===== config.mk =====
export PLATFORM = sky130hd
export DESIGN_NAME = conv_config_receiver
export DESIGN_NICKNAME = d
export VERILOG_FILES = /design/src/rtl/conv_config_receiver_pkg.sv /design/src/rtl/conv_config_receiver.sv
export SDC_FILE = /design/constraint.sdc
export NUM_CORES = 1
export LEC_CHECK = 0
export BUFFER_PORTS_ARGS = -buffer_cell sky130_fd_sc_hd__buf_2
export CORE_UTILIZATION = 45
export CTS_BUF_LIST = sky130_fd_sc_hd__clkbuf_4 sky130_fd_sc_hd__clkbuf_8
export DETAILED_ROUTE_END_ITERATION = 8
export PLACE_DENSITY = 0.62
export SYNTH_ARGS = -nofsm -noshare
export SYNTH_HDL_FRONTEND = slang
export SYNTH_SLANG_ARGS = --single-unit

===== constraint.sdc =====
create_clock -name clk -period 6.3 [get_ports clk]
set_clock_uncertainty 0.15 [all_clocks]
set_input_delay 0 -clock clk [delete_from_list [all_inputs] [get_ports clk]]
set_output_delay 0 -clock clk [all_outputs]
set_load 0.02 [all_outputs]

===== src/rtl/conv_config_receiver_pkg.sv =====
// Shared constants for the conv config port receiver: byte addresses of each
// configuration field inside the byte-addressed config space, the size of that
// space, and the receiver FSM state encoding.
package conv_config_receiver_pkg;

    localparam int CFG_NUM_BYTES = 34;

    localparam int ADR_WEIGHT_MAX         = 0;
    localparam int ADR_IFMAP_MAX          = 2;
    localparam int ADR_OFMAP_MAX          = 4;
    localparam int ADR_OX0                = 6;
    localparam int ADR_OY0                = 8;
    localparam int ADR_FX                 = 10;
    localparam int ADR_FY                 = 12;
    localparam int ADR_STRIDE             = 14;
    localparam int ADR_IX0                = 16;
    localparam int ADR_IY0                = 18;
    localparam int ADR_IC1                = 20;
    localparam int ADR_OC1                = 22;
    localparam int ADR_IC1_FY_FX_OY0_OX0  = 26;
    localparam int ADR_OY0_OX0            = 30;

    localparam logic [1:0] STATE_LOAD   = 2'd0;
    localparam logic [1:0] STATE_PEND   = 2'd1;
    localparam logic [1:0] STATE_COMMIT = 2'd2;

endpackage


===== src/rtl/conv_config_receiver.sv =====
// Responder end of the conv config port. Byte writes land in a shadow copy of
// the layer configuration; once every byte has been written and the datapath
// is idle, the whole shadow is copied to the cfg_* outputs in a single cycle so
// the address generators never see a mix of old and new fields.
module conv_config_receiver
    import conv_config_receiver_pkg::*;
#(
    parameter int CONFIG_ADDR_WIDTH      = 8,
    parameter int CONFIG_DATA_WIDTH      = 8,
    parameter int WEIGHT_BANK_ADDR_WIDTH = 10,
    parameter int IFMAP_BANK_ADDR_WIDTH  = 10,
    parameter int OFMAP_BANK_ADDR_WIDTH  = 8,
    parameter int COUNTER_WIDTH          = 32
) (
    input  logic                                         clk,
    input  logic                                         rst_n,
    input  logic [CONFIG_ADDR_WIDTH+CONFIG_DATA_WIDTH-1:0] config_data,
    input  logic                                         config_vld,
    output logic                                         config_rdy,
    input  logic                                         layer_busy,
    output logic                                         cfg_vld,
    output logic                                         cfg_commit,
    output logic [WEIGHT_BANK_ADDR_WIDTH-1:0]            cfg_weight_max_adr,
    output logic [IFMAP_BANK_ADDR_WIDTH-1:0]             cfg_ifmap_max_wadr,
    output logic [OFMAP_BANK_ADDR_WIDTH-1:0]             cfg_ofmap_max_adr,
    output logic [IFMAP_BANK_ADDR_WIDTH-1:0]             cfg_ox0,
    output logic [IFMAP_BANK_ADDR_WIDTH-1:0]             cfg_oy0,
    output logic [IFMAP_BANK_ADDR_WIDTH-1:0]             cfg_fx,
    output logic [IFMAP_BANK_ADDR_WIDTH-1:0]             cfg_fy,
    output logic [IFMAP_BANK_ADDR_WIDTH-1:0]             cfg_stride,
    output logic [IFMAP_BANK_ADDR_WIDTH-1:0]             cfg_ix0,
    output logic [IFMAP_BANK_ADDR_WIDTH-1:0]             cfg_iy0,
    output logic [IFMAP_BANK_ADDR_WIDTH-1:0]             cfg_ic1,
    output logic [COUNTER_WIDTH-1:0]                     cfg_oc1,
    output logic [COUNTER_WIDTH-1:0]                     cfg_ic1_fy_fx_oy0_ox0,
    output logic [COUNTER_WIDTH-1:0]                     cfg_oy0_ox0
);

    logic [CONFIG_ADDR_WIDTH-1:0]                      wr_adr;
    logic [CONFIG_DATA_WIDTH-1:0]                      wr_byte;
    logic                                              transfer;
    logic [CFG_NUM_BYTES-1:0][CONFIG_DATA_WIDTH-1:0]   shadow;
    logic [CFG_NUM_BYTES-1:0]                          mask;
    logic [CFG_NUM_BYTES-1:0]                          byte_hit;
    logic [CFG_NUM_BYTES-1:0]                          mask_next;
    logic [1:0]                                        state;
    logic [1:0]                                        state_next;
    logic                                              commit_go;

    assign wr_adr   = config_data[CONFIG_ADDR_WIDTH+CONFIG_DATA_WIDTH-1 -: CONFIG_ADDR_WIDTH];
    assign wr_byte  = config_data[CONFIG_DATA_WIDTH-1:0];
    assign transfer = config_vld && config_rdy;

    // Decode the write address to a one-hot byte select; addresses past the
    // config space match nothing, so they are accepted but have no effect.
    always_comb begin
        byte_hit = '0;
        for (int i = 0; i < CFG_NUM_BYTES; i++) begin
            if (transfer && (wr_adr == CONFIG_ADDR_WIDTH'(i))) begin
                byte_hit[i] = 1'b1;
            end
        end
        mask_next = mask | byte_hit;
    end

    // Next-state logic; the mask test uses mask_next so the write that fills
    // the last byte moves the FSM to PEND on that same edge.
    always_comb begin
        state_next = state;
        case (state)
            STATE_LOAD:   if (&mask_next)  state_next = STATE_PEND;
            STATE_PEND:   if (!layer_busy) state_next = STATE_COMMIT;
            STATE_COMMIT: state_next = STATE_LOAD;
            default:      state_next = STATE_LOAD;
        endcase
    end

    assign commit_go = (state == STATE_PEND) && (state_next == STATE_COMMIT);

    // State register plus registered handshake/pulse outputs derived from the
    // upcoming state, so config_rdy stays low through reset and rises one clock later.
    always_ff @(posedge clk or negedge rst_n) begin
        if (!rst_n) begin
            state      <= STATE_LOAD;
            config_rdy <= 1'b0;
            cfg_commit <= 1'b0;
            cfg_vld    <= 1'b0;
        end else begin
            state      <= state_next;
            config_rdy <= (state_next == STATE_LOAD);
            cfg_commit <= (state_next == STATE_COMMIT);
            if (commit_go) begin
                cfg_vld <= 1'b1;
            end
        end
    end

    // Shadow bytes and the arrival mask; the mask is emptied when the shadow is
    // committed so the next layer must rewrite every byte before committing.
    always_ff @(posedge clk or negedge rst_n) begin
        if (!rst_n) begin
            shadow <= '0;
            mask   <= '0;
        end else begin
            for (int i = 0; i < CFG_NUM_BYTES; i++) begin
                if (byte_hit[i]) begin
                    shadow[i] <= wr_byte;
                end
            end
            if (commit_go) begin
                mask <= '0;
            end else begin
                mask <= mask_next;
            end
        end
    end

    // Copy every field from the shadow in one edge; the size casts drop the
    // upper bits of fields narrower than the bytes that carry them.
    always_ff @(posedge clk or negedge rst_n) begin
        if (!rst_n) begin
            cfg_weight_max_adr    <= '0;
            cfg_ifmap_max_wadr    <= '0;
            cfg_ofmap_max_adr     <= '0;
            cfg_ox0               <= '0;
            cfg_oy0               <= '0;
            cfg_fx                <= '0;
            cfg_fy                <= '0;
            cfg_stride            <= '0;
            cfg_ix0               <= '0;
            cfg_iy0               <= '0;
            cfg_ic1               <= '0;
            cfg_oc1               <= '0;
            cfg_ic1_fy_fx_oy0_ox0 <= '0;
            cfg_oy0_ox0           <= '0;
        end else if (commit_go) begin
            cfg_weight_max_adr    <= WEIGHT_BANK_ADDR_WIDTH'(shadow[ADR_WEIGHT_MAX +: 2]);
            cfg_ifmap_max_wadr    <= IFMAP_BANK_ADDR_WIDTH'(shadow[ADR_IFMAP_MAX +: 2]);
            cfg_ofmap_max_adr     <= OFMAP_BANK_ADDR_WIDTH'(shadow[ADR_OFMAP_MAX +: 2]);
            cfg_ox0               <= IFMAP_BANK_ADDR_WIDTH'(shadow[ADR_OX0 +: 2]);
            cfg_oy0               <= IFMAP_BANK_ADDR_WIDTH'(shadow[ADR_OY0 +: 2]);
            cfg_fx                <= IFMAP_BANK_ADDR_WIDTH'(shadow[ADR_FX +: 2]);
            cfg_fy                <= IFMAP_BANK_ADDR_WIDTH'(shadow[ADR_FY +: 2]);
            cfg_stride            <= IFMAP_BANK_ADDR_WIDTH'(shadow[ADR_STRIDE +: 2]);
            cfg_ix0               <= IFMAP_BANK_ADDR_WIDTH'(shadow[ADR_IX0 +: 2]);
            cfg_iy0               <= IFMAP_BANK_ADDR_WIDTH'(shadow[ADR_IY0 +: 2]);
            cfg_ic1               <= IFMAP_BANK_ADDR_WIDTH'(shadow[ADR_IC1 +: 2]);
            cfg_oc1               <= COUNTER_WIDTH'(shadow[ADR_OC1 +: 4]);
            cfg_ic1_fy_fx_oy0_ox0 <= COUNTER_WIDTH'(shadow[ADR_IC1_FY_FX_OY0_OX0 +: 4]);
            cfg_oy0_ox0           <= COUNTER_WIDTH'(shadow[ADR_OY0_OX0 +: 4]);
        end
    end

endmodule


==> impl_results.md, run 1 <==
- Worst Path Required: 6650 ps
- Setup_tns: 0 ps
- Register area: 11190 sq um
- Port buffer count: 226
- Post-layout min period: 3124 ps
- Drt via density: 5.019
- Die width: 196.4 um
- Total number of vias: 11548
- Final-report setup violation count: 0
- Compound-Gate Fraction of Synth Area: 1.244%
- Startpoint types: input pin
- Iter 0 DRT Violations: 689
- Nets@finish: 1770
- TritonCTS clock tree: built
- Cell area after synthesis: 17000 sq um
- Total CTS buffers: 74
- Synthesized area per cell: 11.29 sq um
- Initial antenna violation count: 3
- Post-Syn Instances: 1506
- Final Core Density: 54.84%
- P_leak: 11.50 nW
- CP endpoint kind: register
- DIE AREA: 38560 sq um
- # placed instances: 2159
- Vias in the first global route: 11816
- Largest net degree at the start of global routing: 175
- Resized cells post-CTS: 0
- Layout cells sized above 1: 31.92%
- Flops & latches, synth: 447
- Fin. max-slew vios: 0
- Unrepaired setup endpoints after global routing: no
- Max cap viols: 0
- Slew Limit Headroom: 25.73%
- DRT Pass-1 Iters: 5
- DIE HEIGHT: 196.4 um
- VDD IR max: 0.1391 mV
- Non-filler instance count after layout: 2301
- Post-Synth Simple-Gate Area: 17.11%
- Row Count: 70
- Crit path max fanout: 25
- Clock Sinks: 447
- Global-route wire length before repair: 66000 um
- Proportion of synthesized area in mux cells: 13.71%
- Final Hold Fails: 0
- Initial Util: 46.10%
- Routed wire length: 41180 um
- Critical path data arrival time: 3480 ps
- Hold Path Class: in2reg
- WS Path Type: in2reg
- Worst-Margin Slew: 1114 ps
- Antenna-violating nets left: 0
- Post-Synth XOR/XNOR Area: 0%
- Total grt overflow: 0
- Top_reg_cell synth: dfrtp_1
- Layout area overhead: 18.96%
- Io pins: 227
- Filler cells: 3274
- Synth Area in Adders: 0%
- Combinational family with the most area after synthesis: simple AND/OR/NAND/NOR gates
- Drt wl/cell: 17.90 um
- DPL Wire Length: 23900 um
- Post-route cell area: 20220 sq um
- Share of synthesized flip-flops with an asynchronous set or reset: 100.0%
- Multi-input gate area: 5455 sq um
- Tcrit/Tclk final: 49.58%
- Seq/Total Area, Yosys: 65.80%
- GP Congestion: 0.7901
- Cell variety after synth: 37
- Final hold slack: 35.93 ps
- PnR worst setup slack: 3176 ps
- H-tree Lvls: 3
- Clock Tree Buf Depth: 3
- Clk slew on worst S/H paths: 60 ps
- EDFF count, synth: 0
- Total power: 5.755 mW
- Status: completed
- Total track usage: 21.95%
- Placed instance area: 18530 sq um
- Core area: 36870 sq um
- Pre-CTS setup slack: 3233 ps
- Worst skew pair latency: 580 ps
- DRC: 0
- Fmax: 320.1 MHz
- Post-Syn Nets: 1526
- Yosys warning count: 0
- Clock root cell: clkbuf_8
- Pwr dens: 284.6 nW/um^2
routing by layer:
metal	share of wire, %	global-route usage, %
met4	1.4	5.642
met1	47	31.99
met2	46	33.99
met5	0	0
met3	5.0	3.970
final cells by class:
class / instances / area share (%)
flip-flops and latches: 447 / 55.31
multi-input cells: 967 / 26.98
clock buffers: 119 / 7.233
repair buffers: 253 / 7.091
well taps: 504 / 3.118
inverters: 7 / 0.1671
clock inverters: 2 / 0.07425
diodes: 2 / 0.02475
kinds of logic (layout without fill, tap and decap cells):
family	Yosys count	count (layout)
AOI/OAI and AO/OA	32	32
buffers and inverters	92	381
DFF	447	447
muxes	207	207
other	0	2
and+or+nand+nor	728	728
registers in the layout, indices dropped and copies added, names as in the netlist:
signal and flops:
shadow 204, mask 34, cfg_ic1_fy_fx_oy0_ox0 32, cfg_oc1 32, cfg_oy0_ox0 32, cfg_fx 10, cfg_fy 10, cfg_ic1 10
cfg_ifmap_max_wadr 10, cfg_ix0 10, cfg_iy0 10, cfg_ox0 10, cfg_oy0 10, cfg_stride 10, cfg_weight_max_adr 10, cfg_ofmap_max_adr 8
state 2, cfg_commit 1, cfg_vld 1, config_rdy 1
critical path, stage by stage:
cell and delay [ps]:
dlygate4sd3_1 530, buf_2 160, nor4_4 260, dlygate4sd3_1 570
buf_4 270, and3_1 500, nor2_1 110, or4_4 550
nor4_2 320, a22o_1 180
power breakdown:
part / total (mW) / internal, mW / switching, mW
Sequential: 2.99 / 2.95 / 0.0374
Clock: 2.55 / 1.45 / 1.09
Combinational: 0.219 / 0.0775 / 0.142
what timing repair did:
| action | in CTS | in global routing |
|---|---|---|
| buffers inserted | 0 | 0 |
| hold buffers | 19 | 0 |
| hold endpoints to repair | 473 | 0 |
placed cells by master, fill, tap and decap left out, types with 8 or more instances in the layout:
cell type / count
mux2_2: 207
nand3_1: 8
nor2_1: 56
dlygate4sd3_1: 18
a31oi_1: 18
nand2_1: 626
buf_2: 225
clkbuf_8: 91
dfrtp_1: 447
clkbuf_4: 28
final timing paths:
check	startpoint	endpoint	slack, ps	depth (start not counted)
min	config_data[3]	shadow[251]	40	2
max in group asynchronous	rst_n	cfg_ic1[8]	4700	4
min in group asynchronous	rst_n	shadow[259]	480	4
max	config_data[13]	state[0]	3180	10
max reg2reg	state[1]	cfg_oy0_ox0[6]	3260	5
min reg2reg	shadow[195]	cfg_oc1[19]	300	2
Yosys cell counts (3+ instances only):
cell        n  area [sq um]
and2_1      4         25.02
buf_4       3         22.52
and3_1      5         31.28
clkbuf_1   77         289.0
nor2_1     56         210.2
a21oi_1     6         30.03
a31oi_1    18         112.6
nand4_1     6         37.54
inv_1       6         22.52
nand3_1     8         40.04
nand2_1   626          2350
mux2_2    207          2331
a41oi_1     4         35.03
buf_2       5         25.02
dfrtp_1   447         11190
nor4_1      4         25.02
(Power assumes the default switching activity.)
==> inputs of run 2 (changes only) <==
- PLACE_DENSITY: 0.62 -> 0.64
- clock period: 6.3 -> 2.72 ns (I/O delays scaled with it)
==> impl_results.md, run 2 (synthesis results as in run 1) <==
- Total power: 13.43 mW (was 5.755 mW)
- # placed instances: 2186 (was 2159)
- Worst-path cell chain: dlygate4sd3_1, buf_2, nor2_1, dlygate4sd3_1, a41oi_1, a2111oi_1, nand4_1, nor4_2, a22o_1 (was dlygate4sd3_1, buf_2, nor4_4, dlygate4sd3_1, buf_4, and3_1, nor2_1, or4_4, nor4_2, a22o_1)
- Commonest cells after routing, fill and taps aside: nand2_1, dfrtp_1, buf_2, mux2_2, clkbuf_8 (unchanged)
- Switching power: 2.996 mW (was 1.273 mW)
- Core area: 36870 sq um (unchanged)
- Port buffer count: 226 (unchanged)
- Worst R2R End: shadow[101] (was cfg_oy0_ox0[6])
- Sequential share of power: 51.5% (was 51.9%)
- Biggest register: shadow (unchanged)
- Logic pwr share: 3.9% (was 3.8%)
- H-tree Lvls: 3 (unchanged)
- Total number of vias: 11655 (was 11548)
- Worst skew pair latency: 580 ps (about the same)
- Crit path max fanout: 7 (was 25)
- Non-filler instance count after layout: 2331 (was 2301)
- WS Path Type: in2reg (unchanged)
- RR Startpoint: config_rdy (was state[1])
- DRC: 0 (unchanged)
- Fmax: 390.0 MHz
- Total track usage: 22.04% (was 21.95%)
- Global-route wire length before repair: 66160 um (was 66000 um)
- Sw Share: 22.30% (was 22.13%)
- Worst Path Required: 3090 ps (was 6650 ps)
- Nets@finish: 1799 (was 1770)
- Clock root cell: clkbuf_8 (unchanged)
- Largest net degree at the start of global routing: 104 (was 175)
- GP Congestion: 0.8186 (was 0.7901)
- Layout area overhead: 20.87% (was 18.96%)
- Initial antenna violation count: 0 (was 3)
- Drt wl/cell: 17.74 um (was 17.90 um)
- Total CTS buffers: 74 (unchanged)
- Routed wire length: 41340 um (was 41180 um)
- Final-report setup violation count: 0 (unchanged)
- DIE AREA: 38560 sq um (unchanged)
- Row Count: 70 (unchanged)
- Initial Util: 46.10% (unchanged)
- Hold Startpoint: config_data[2] (was config_data[3])
- Destination of the worst hold path: shadow[250] (was shadow[251])
- Layout cells sized above 1: 33.06% (was 31.92%)
- Worst Reg-to-Reg Cells: 6 (was 5)
- Io pins: 227 (unchanged)
- Post-layout min period: 2564 ps
- Startpoint types: input pin (unchanged)
- Vias in the first global route: 11852 (was 11816)
- Setup_tns: 0 ps (unchanged)
- Unrepaired setup endpoints after global routing: no (unchanged)
- VDD IR max: 0.3519 mV (was 0.1391 mV)
- Min-Delay Path Depth: 2 (unchanged)
- Max stage delay on crit path: 700 ps (was 570 ps)
- Drt via density: 5.000 (was 5.019)
- DPL Wire Length: 24990 um (was 23900 um)
- Die width: 196.4 um (unchanged)
- Critical path data arrival time: 2940 ps (was 3480 ps)
- CP endpoint kind: register (unchanged)
- TritonCTS clock tree: built (unchanged)
- # diodes: 0 (was 2)
- Worst-Margin Slew: 975.7 ps (was 1114 ps)
- Clock Tree Buf Depth: 3 (unchanged)
- Reg2reg setup slack: 220 ps (was 3260 ps)
- Total grt overflow: 0 (unchanged)
- Clk slew on worst S/H paths: 60 ps (about the same)
- Slowest stage cell, crit path: dlygate4sd3_1 (unchanged)
- DRT Pass-1 Iters: 5 (unchanged)
- Antenna-violating nets left: 0 (unchanged)
- Status: completed (unchanged)
- Hold Path Class: in2reg (unchanged)
- Tcrit/Tclk final: 94.26%
- Clock power share: 44.5% (was 44.3%)
- DIE HEIGHT: 196.4 um (unchanged)
- Clock Sinks: 447 (unchanged)
- Largest regs: shadow (204), mask (34) (unchanged)
- Slew Limit Headroom: 34.95% (was 25.73%)
- Iter 0 DRT Violations: 634 (was 689)
- Pwr dens: 653.8 nW/um^2 (was 284.6 nW/um^2)
- Commonest non-fill, non-tap cell in the layout: nand2_1 (unchanged)
- Internal: 10.44 mW (was 4.482 mW)
- Final Hold Fails: 0 (unchanged)
- Fin. max-slew vios: 0 (unchanged)
- CP most frequent cell: dlygate4sd3_1 (unchanged)
- P_leak: 11.68 nW (was 11.50 nW)
- Max cap viols: 0 (unchanged)
- Largest register FFs: 204 (unchanged)
run 2: cell types whose count changed in the layout (fill, tap and decap cells not counted), sizes merged:
cell,previous run,this run
buf,235,262
clkinv,0,6
clkbuf,119,117
diode,2,0
dlygate4sd3,18,20
clkinvlp,2,1
run 2: worst max-delay path: cells and delay by family:
kind                   cells  cell delay, ps
and+or+nand+nor            3             730
buffers and inverters      3            1420
AOI/OAI and AO/OA          3             780
run 2: power by group through the flow:
stage / clock network (mW) / logic (mW) / registers [mW]
5_1_grt: 6.44 / 0.590 / 6.94
3_3_place_gp: 0 / 0.497 / 7.03
6_report: 5.98 / 0.527 / 6.92
4_1_cts: 6.16 / 0.539 / 6.92
3_5_place_dp: 0 / 0.512 / 7.04
2_1_floorplan: 0 / 0.238 / 7.01
run 2: layout make-up:
type	instances	area (sq um)
clock buffer	117	1473
clock inverter	7	37.54
fill	3231	16330
inverter	7	33.78
multi-input combinational	967	5463
sequential	447	11190
tap	504	630.6
timing repair buffer	282	1724
run 2: layer usage:
layer | track usage (%) | routed length [um] | up-vias
met4 | 6.510 | 714 | 0
li1 | - | - | 5410
met5 | 0 | 0 | -
met2 | 34.02 | 19170 | 292
met3 | 4.038 | 1845 | 51
met1 | 31.87 | 19620 | 5902
run 2: how the worst max path moves through the flow:
stage / startpoint / to / slack, ps / cells past startpoint
after floorplan: config_rdy / state[0] / 380 / 8
after global placement: config_rdy / state[0] / 290 / 6
after detailed placement: config_rdy / state[0] / 270 / 6
after CTS: config_data[11] / state[0] / 140 / 9
after global routing: config_data[11] / state[0] / 30 / 9
final: config_data[11] / state[0] / 160 / 9
run 2: repair_timing:
action | in CTS | in global routing
setup buffers | 0 | 0
gates resized for setup | 0 | 2
endpoints found under the setup margin | 0 | 2
hold endpoints to repair | 558 | 0
hold buffers | 21 | 0
run 2: per-stage QoR:
step                setup WS, ps  instance area [sq um]  hold WS [ps]  utilization (%)
finish                     156.2                  20550         32.79            55.72
global route               34.04                  20550         14.25            55.72
CTS                        139.6                  20540         4.280            55.70
detailed placement         265.2                  18810        -204.5            51.01
global placement           286.9                  18810        -207.9            51.01
floorplan                  384.7                  17000        -445.6                -
==> inputs of run 3 (changes only) <==
- BUFFER_PORTS_ARGS: -buffer_cell sky130_fd_sc_hd__buf_2 -> not set
- CTS_BUF_LIST: sky130_fd_sc_hd__clkbuf_4 sky130_fd_sc_hd__clkbuf_8 -> not set
- DONT_BUFFER_PORTS: not set -> 1
- PLACE_DENSITY: 0.64 -> 0.59
- SETUP_SLACK_MARGIN: not set -> 0.2
==> impl_results.md, run 3 (synthesis results as in run 1) <==
- Clock Tree Buf Depth: 3 (unchanged)
- Port buffer count: 0 (was 226)
- Final Hold Fails: 447 (was 0)
- Non-filler instance count after layout: 2073 (was 2331)
- Worst skew pair latency: 560 ps (was 580 ps)
- Die width: 196.4 um (unchanged)
- # hold bufs at CTS: 39 (was 21)
- Fin. max-slew vios: 273 (was 0)
- Nets@finish: 1557 (was 1799)
- Hold Path Class: in2async (was in2reg)
- Critical path data arrival time: 2750 ps (was 2940 ps)
- Drt via density: 5.114 (was 5.000)
- H-tree Lvls: 2 (was 3)
- Pwr dens: 690.5 nW/um^2 (was 653.8 nW/um^2)
- Slowest stage cell, crit path: dlygate4sd3_1 (unchanged)
- Startpoint types: register (was input pin)
- Largest regs: shadow (204), mask (34) (unchanged)
- Initial antenna violation count: 2 (was 0)
- # placed instances: 1953 (was 2186)
- GP Congestion: 0.8471 (was 0.8186)
- Post-layout min period: 2463 ps (was 2564 ps)
- Initial Util: 46.10% (unchanged)
- Critical path destination: shadow[87] (was state[0])
- Layout cells sized above 1: 20.22% (was 33.06%)
- Post-route cell area: 19530 sq um (was 20550 sq um)
- Total track usage: 21.29% (was 22.04%)
- Fmax: 405.9 MHz (was 390.0 MHz)
- Routed wire length: 39870 um (was 41340 um)
- Clock root cell: clkbuf_16 (was clkbuf_8)
- WS Path Type: reg2reg (was in2reg)
- Final-report setup violation count: 0 (unchanged)
- Max cap viols: 0 (unchanged)
- Io pins: 227 (unchanged)
- CP endpoint kind: register (unchanged)
- DRC: 0 (unchanged)
- VDD IR max: 0.4766 mV (was 0.3519 mV)
- Total number of vias: 10602 (was 11655)
- Clk slew on worst S/H paths: 60 ps (about the same)
- Antenna-violating nets left: 0 (unchanged)
- Pre-CTS setup slack: 391.7 ps (was 265.2 ps)
- Tcrit/Tclk final: 90.57% (was 94.26%)
- Drt wl/cell: 19.23 um (was 17.74 um)
- Core area: 36870 sq um (unchanged)
- Crit path max fanout: 9 (was 7)
- Slew Limit Headroom: -68.56% (was 34.95%)
- Total power: 13.49 mW (was 13.43 mW)
- Iter 0 DRT Violations: 596 (was 634)
- DRT Pass-1 Iters: 5 (unchanged)
- Unrepaired setup endpoints after global routing: no (unchanged)
- Placed instance area: 17580 sq um (was 18810 sq um)
- Worst R2R End: shadow[87] (was shadow[101])
- Largest register FFs: 204 (unchanged)
- DIE HEIGHT: 196.4 um (unchanged)
- Global-route wire length before repair: 63440 um (was 66160 um)
- Max stage delay on crit path: 570 ps (was 700 ps)
- DPL Wire Length: 22810 um (was 24990 um)
- Worst-path cell chain: and4b_1, buf_4, nand2_1, nor2_1, buf_4, mux2_2, dlygate4sd3_1 (was dlygate4sd3_1, buf_2, nor2_1, dlygate4sd3_1, a41oi_1, a2111oi_1, nand4_1, nor4_2, a22o_1)
- Biggest register: shadow (unchanged)
- Final Core Density: 52.97% (was 55.72%)
- PnR worst setup slack: 256.6 ps (was 156.2 ps)
- P_leak: 10.45 nW (was 11.68 nW)
- Row Count: 70 (unchanged)
- Setup_tns: 0 ps (unchanged)
- CP most frequent cell: buf_4 (was dlygate4sd3_1)
- Setup crit start: config_rdy (was config_data[11])
- Layout area overhead: 14.90% (was 20.87%)
- Vias in the first global route: 10878 (was 11852)
- Final hold slack: -1015 ps (was 32.79 ps)
- Reg2reg setup slack: 260 ps (was 220 ps)
- TritonCTS clock tree: built (unchanged)
- RR Startpoint: config_rdy (unchanged)
- Worst-Margin Slew: 2528 ps (was 975.7 ps)
- Largest net degree at the start of global routing: 448 (was 104)
- Commonest cells after routing, fill and taps aside: nand2_1, dfrtp_1, mux2_2, nor2_1, clkbuf_16 (was nand2_1, dfrtp_1, buf_2, mux2_2, clkbuf_8)
- DIE AREA: 38560 sq um (unchanged)
- Worst Reg-to-Reg Cells: 7 (was 6)
- Total grt overflow: 0 (unchanged)
- Worst Path Required: 3010 ps (was 3090 ps)
- Total CTS buffers: 47 (was 74)
- Clock Sinks: 447 (unchanged)
- Failing checks: hold timing, slew limit
- Status: finished with violations (was completed)
- Commonest non-fill, non-tap cell in the layout: nand2_1 (unchanged)
-- run 3: cell count changes in the layout (fill, tap and decap cells not counted), sizes merged --
cell | before | now
buf | 262 | 36
bufinv | 0 | 2
clkbuf | 117 | 73
clkinv | 6 | 3
clkinvlp | 1 | 2
diode | 0 | 1
dlygate4sd3 | 20 | 30
dlymetal6s4s | 0 | 1
-- run 3: how the worst min path moves through the flow --
stage / from / endpoint / slack (ps) / depth (start not counted)
6_report: rst_n / cfg_ifmap_max_wadr[5] / -1010 / 0
5_1_grt: rst_n / cfg_ofmap_max_adr[1] / -1050 / 0
4_1_cts: rst_n / cfg_ic1[9] / -1040 / 0
3_5_place_dp: rst_n / cfg_ofmap_max_adr[3] / -440 / 0
3_3_place_gp: rst_n / cfg_ofmap_max_adr[3] / -440 / 0
2_1_floorplan: rst_n / cfg_commit / -450 / 0
-- run 3: power by group --
| part | switching, mW | leakage [nW] | internal [mW] |
|---|---|---|---|
| Combinational | 0.200 | 3.55 | 0.197 |
| Clock | 2.52 | 0.709 | 3.64 |
| Sequential | 0.0894 | 6.18 | 6.84 |
| Total | 2.81 | 10.4 | 10.7 |
-- run 3: critical path: cells and delay by family, from the launching register on --
| family | cells | cell delay (ps) |
|---|---|---|
| buf+inv | 3 | 950 |
| flops | 1 | 400 |
| simple gates | 3 | 500 |
| mux | 1 | 340 |
-- run 3: layer usage --
| layer | vias to the layer above | part of all wire, % | GRT usage, % |
|---|---|---|---|
| met1 | 5414 | 45 | 28.82 |
| met3 | 45 | 6.7 | 6.023 |
| li1 | 4921 | - | - |
| met5 | - | 0 | 0 |
| met2 | 222 | 47 | 33.57 |
| met4 | 0 | 1.9 | 6.047 |
-- run 3: layout make-up --
cell class	count	area [sq um]
clock buffers	73	1376
fillers	3281	17340
repair buffers	67	745.7
multi-input cells	967	5466
inverters	7	33.78
well taps	504	630.6
clock inverters	7	90.09
flip-flops and latches	447	11190
diodes	1	2.502
-- run 3: what timing repair did --
action / in CTS / in global routing
endpoints found under the hold margin: 737 / 447
buffers inserted: 0 / 0
endpoints found under the setup margin: 0 / 4
resized for setup: 0 / 4
